==> config.mk <==
export PLATFORM = sky130hd
export DESIGN_NAME = pipe_hazard_ctrl
export DESIGN_NICKNAME = d
export VERILOG_FILES = /design/src/rtl/pipe_hazard_ctrl.sv
export SDC_FILE = /design/constraint.sdc
export NUM_CORES = 1
export LEC_CHECK = 0
export ABC_AREA = 1
export BUFFER_PORTS_ARGS = -buffer_cell sky130_fd_sc_hd__buf_2
export CAP_MARGIN = 20
export CELL_PAD_IN_SITES_DETAIL_PLACEMENT = 0
export CELL_PAD_IN_SITES_GLOBAL_PLACEMENT = 2
export CORE_MARGIN = 3
export CORE_UTILIZATION = 29
export DETAILED_ROUTE_END_ITERATION = 10
export PLACE_DENSITY_LB_ADDON = 0.1
export SLEW_MARGIN = 20
export SYNTH_ARGS = -nofsm -noshare
export SYNTH_HDL_FRONTEND = slang
export SYNTH_SLANG_ARGS = --single-unit
export TNS_END_PERCENT = 30
==> constraint.sdc <==
create_clock -name clk -period 6.3 [get_ports clk]
set_input_delay 1.26 -clock clk [delete_from_list [all_inputs] [get_ports clk]]
set_output_delay 1.26 -clock clk [all_outputs]
set_load 0.02 [all_outputs]
==> src/rtl/pipe_hazard_ctrl.sv <==
// Pipeline hazard controller: tracks in-flight register writers and picks
// RUN / STALL / FLUSH / FREEZE each cycle, driving the pipeline enables.
module pipe_hazard_ctrl (
  input  logic        clk,
  input  logic        rst,
  input  logic [15:0] instr_ifid,
  input  logic        valid_ifid,
  input  logic        wr_en_id,
  input  logic [2:0]  dst_id,
  input  logic        br_taken_ex,
  input  logic        mem_busy,
  output logic        pc_en,
  output logic        ifid_en,
  output logic        flush_ifid,
  output logic        idex_bubble,
  output logic        pipe_freeze,
  output logic [1:0]  state,
  output logic [15:0] stall_cnt
);

  typedef enum logic [1:0] {
    RUN    = 2'b00,
    STALL  = 2'b01,
    FLUSH  = 2'b10,
    FREEZE = 2'b11
  } state_t;

  state_t state_q, state_d;

  // Index 0 = ID/EX, 1 = EX/MEM, 2 = MEM/WB
  logic [2:0]      sb_v;
  logic [2:0][2:0] sb_reg;

  logic [4:0] opcode;
  logic [2:0] rs, rt;
  logic       rs_used, rt_used, rs_hit, rt_hit, hazard;
  logic       new_v;
  logic       unused_bits;

  assign opcode = instr_ifid[15:11];
  assign rs     = instr_ifid[10:8];
  assign rt     = instr_ifid[7:5];

  // MEM/WB is tracked but never compared: the register file writes before it reads
  assign unused_bits = ^{instr_ifid[4:0], sb_v[2], sb_reg[2]};

  assign rs_used = !(opcode == 5'b00000 || opcode == 5'b00001 ||
                     opcode == 5'b11000 || opcode == 5'b00100 ||
                     opcode == 5'b00110);
  assign rt_used = (opcode[4:3] == 2'b11 && opcode != 5'b11001) ||
                   opcode == 5'b10000 || opcode == 5'b10011;

  assign rs_hit = (sb_v[0] && sb_reg[0] == rs) || (sb_v[1] && sb_reg[1] == rs);
  assign rt_hit = (sb_v[0] && sb_reg[0] == rt) || (sb_v[1] && sb_reg[1] == rt);
  assign hazard = valid_ifid && ((rs_used && rs_hit) || (rt_used && rt_hit));

  always_comb begin
    state_d = RUN;
    if (rst)              state_d = RUN;
    else if (mem_busy)    state_d = FREEZE;
    else if (br_taken_ex) state_d = FLUSH;
    else if (hazard)      state_d = STALL;
  end

  always_comb begin
    pc_en       = 1'b1;
    ifid_en     = 1'b1;
    flush_ifid  = 1'b0;
    idex_bubble = 1'b0;
    pipe_freeze = 1'b0;
    case (state_d)
      STALL: begin
        pc_en       = 1'b0;
        ifid_en     = 1'b0;
        idex_bubble = 1'b1;
      end
      FLUSH: begin
        flush_ifid  = 1'b1;
        idex_bubble = 1'b1;
      end
      FREEZE: begin
        pc_en       = 1'b0;
        ifid_en     = 1'b0;
        pipe_freeze = 1'b1;
      end
      default: ;
    endcase
  end

  assign new_v = (state_d == RUN) && valid_ifid && wr_en_id;
  assign state = state_q;

  always_ff @(posedge clk or posedge rst) begin
    if (rst) begin
      state_q   <= RUN;
      stall_cnt <= 16'd0;
      sb_v      <= 3'b000;
      sb_reg    <= '0;
    end else begin
      state_q <= state_d;
      if (state_d != RUN && stall_cnt != 16'hFFFF)
        stall_cnt <= stall_cnt + 16'd1;
      if (state_d != FREEZE) begin
        sb_v   <= {sb_v[1:0], new_v};
        sb_reg <= {sb_reg[1:0], dst_id};
      end
    end
  end

endmodule

==> results.md <==
* Status: complete, no violations
* Initial core utilization at 0.308
* Remaining antenna violation count at 0
* Synth cell types at 23
* Post-CTS sizing at 0
* HPWL Detailed at 2960 um
* First-pass GRT wire length at 6440 um
* CTS Root Buffer Type: clkbuf_8
* Largest net degree at the start of global routing at 29
* Max cap viols at 0
* Placement Cell Area at 0.00190 mm^2
* Layout cells sized above 1 at 0.199
* Sw Share at 0.363
* XOR/XNOR Fraction of Synth Area at 0.0647
* CTS sink cnt at 26
* Worst Hold Class: reg -> reg
* Worst path arrival time at 2.85 ns
* Post-synthesis simple-gate area fraction at 0.354
* Post-CTS Setup Bufs at 0
* CTS clk-pin slew, worst paths at 0.10 ns
* Port bufs at 42
* Min cycle time layout at 4.11 ns
* Initial drt markers at 26
* CTS tree: done
* CP required at 5.04 ns
* Io pins at 48
* CTS Hold Bufs at 0
* Area grow syn2layout at 21.1%
* Post-synthesis mux area share at 0
* Crit path launch type: input port
* First drt pass iteration count at 4
* Setup Skew at 0.00501 ns
* Final core utilization at 0.373
* Crit-path max FO at 11
* Die X at 80.9 um
* Setup repair after global routing missed its margin: false
* WL final at 3750 um
* Ant. Diodes at 0
* Depth of the CTS H-tree at 1
* Post-synthesis register bit count at 26
* Setup violators final at 0
* Max reg flops at 16
* Residual DRC at 0
* Flop pwr share at 0.439
* Largest family of logic cells by synthesized area: simple AND/OR/NAND/NOR gates
* Syn Inst Count at 233
* Via density per instance at 4.24
* Remaining global-route overflow at 0
* Skew-Pair Late Insertion Delay at 0.27 ns
* Commonest cells after routing, fill and taps aside: 91 x nand2_1, 42 x buf_2, 30 x inv_1
* Final Cell Area at 0.00197 mm^2
* Via count at 1468
* Worst-margin pin slew at 0.439 ns
* Die area at 0.00654 mm^2
* Combinational share of power at 0.294
* Num CTS Buffers at 3
* Clk buf depth at 2
* Cell area after synthesis at 0.00163 mm^2
* Gr usage total at 0.124
* Slew margin rel. at 0.705
* Crit path kind: in -> out
* Wire per inst at 10.8 um
* Maximum vdd drop at 0.181 mV
* Setup TNS at 0 ns
* Clock power frac at 0.267
* PD cells at 267 mW/mm^2
* P_leak at 1.08 nW
* Register area share after synthesis at 0.400
* Slew Limit Fails at 0
* Period utilisation layout at 0.652
* Most common cell after layout, fill and taps aside: nand2_1
* Core ar. at 0.00527 mm^2
* Std cell rows at 26
* Post-synthesis compound-gate area fraction at 0.0477
* Placer congestion estimate at 0.761
* Crit. End Element: primary output
* Hold Fails Final Rpt at 0
* P_sw at 0.190 mW
* Vias in the first global route at 1465
* Syn_area_per_cell at 6.98 um^2
* Vert. Die Dim at 80.9 um
* Syn_nets at 263
* P_int at 0.334 mW
* Synth warnings at 0
* Fmax at 0.244 GHz
* Fin nets at 307
* Adder-cell area share of the yosys netlist at 0.0385
* Initial antenna violation count at 0
power groups by stage:
stage | clock (mW) | combinational (mW) | sequential [mW]
finish | 0.140 | 0.154 | 0.231
global route | 0.152 | 0.173 | 0.236
CTS | 0.146 | 0.157 | 0.231
detailed placement | 0 | 0.157 | 0.233
global placement | 0 | 0.158 | 0.234
floorplan | 0 | 0.0814 | 0.256
logic make-up after synthesis:
kind of cell,count (synthesis)
AO/OA/AOI/OAI,15
XOR/XNOR,12
adder cells (fa/ha/maj),5
buffers and inverters,36
flip-flops,26
AND/OR/NAND/NOR,139
final timing paths:
kind | depth (start not counted) | slack [ns] | endpoint | startpoint
setup / recovery | 14 | 2.19 | pc_en | instr_ifid[5]
hold / removal | 2 | 0.53 | stall_cnt[14] | stall_cnt[14]
setup reg to reg | 14 | 4.11 | sb_v[0] | sb_reg[0]
hold reg to reg | 2 | 0.53 | stall_cnt[14] | stall_cnt[14]
max in group asynchronous | 3 | 4.99 | stall_cnt[7] | rst
min in group asynchronous | 3 | 1.04 | state[0] | rst
metrics by stage:
step | std cells | worst slack, ns | power [mW] | hold slack, ns
finish | 346 | 2.19 | 0.525 | 0.526
global route | 346 | 1.99 | 0.562 | 0.570
detailed placement | 342 | 2.18 | 0.391 | 0.513
floorplan | 233 | 1.82 | 0.338 | 0.475
global placement | 342 | 2.15 | 0.391 | 0.510
CTS | 346 | 2.17 | 0.534 | 0.528
worst max-delay path, cell delays in order:
cell and delay, ns:
buf_2 0.11, inv_1 0.05, nand2_1 0.05, nand2_1 0.05
nor2_1 0.11, nand2_1 0.06, nand2_1 0.05, nand2_1 0.04
nand2_1 0.06, nand2_1 0.06, a21oi_1 0.23, ha_1 0.44
nor2_1 0.10, buf_2 0.17
cell usage after synthesis:
library cell,number,area share
nand2_1,91,0.21
inv_1,30,0.069
nor2_1,27,0.062
dfrtp_1,26,0.40
xor2_1,11,0.059
o21ai_0,8,0.025
nand3_1,6,0.018
ha_1,5,0.038
nor3_1,5,0.015
a21oi_1,3,0.0092
nand4_1,3,0.012
o21ai_1,3,0.0092
buf_6,2,0.014
inv_2,2,0.0046
nand2_2,2,0.0077
nor3_2,2,0.012
buf_4,1,0.0046
clkbuf_1,1,0.0023
nand3b_1,1,0.0046
nor2_2,1,0.0039
nor4_2,1,0.0077
o211ai_1,1,0.0046
xnor2_1,1,0.0054
routing by layer:
| metal | vias to the layer above | global-route usage | part of all wire |
|---|---|---|---|
| li1 | 801 | - | - |
| met1 | 639 | 0.158 | 0.46 |
| met2 | 26 | 0.221 | 0.50 |
| met3 | 2 | 0.0177 | 0.038 |
| met4 | 0 | 0.0304 | 0.0051 |
| met5 | - | 0 | 0 |
final cells by class:
| class | instances | area (um^2) |
|---|---|---|
| Fill cell | 601 | 3300 |
| Multi-Input combinational cell | 171 | 821 |
| Sequential cell | 26 | 651 |
| Timing Repair Buffer | 43 | 218 |
| Inverter | 32 | 120 |
| Tap cell | 70 | 87.6 |
| Clock buffer | 3 | 41.3 |
| Clock inverter | 1 | 30.0 |
No activity file was read; power rests on OpenSTA's default activity.
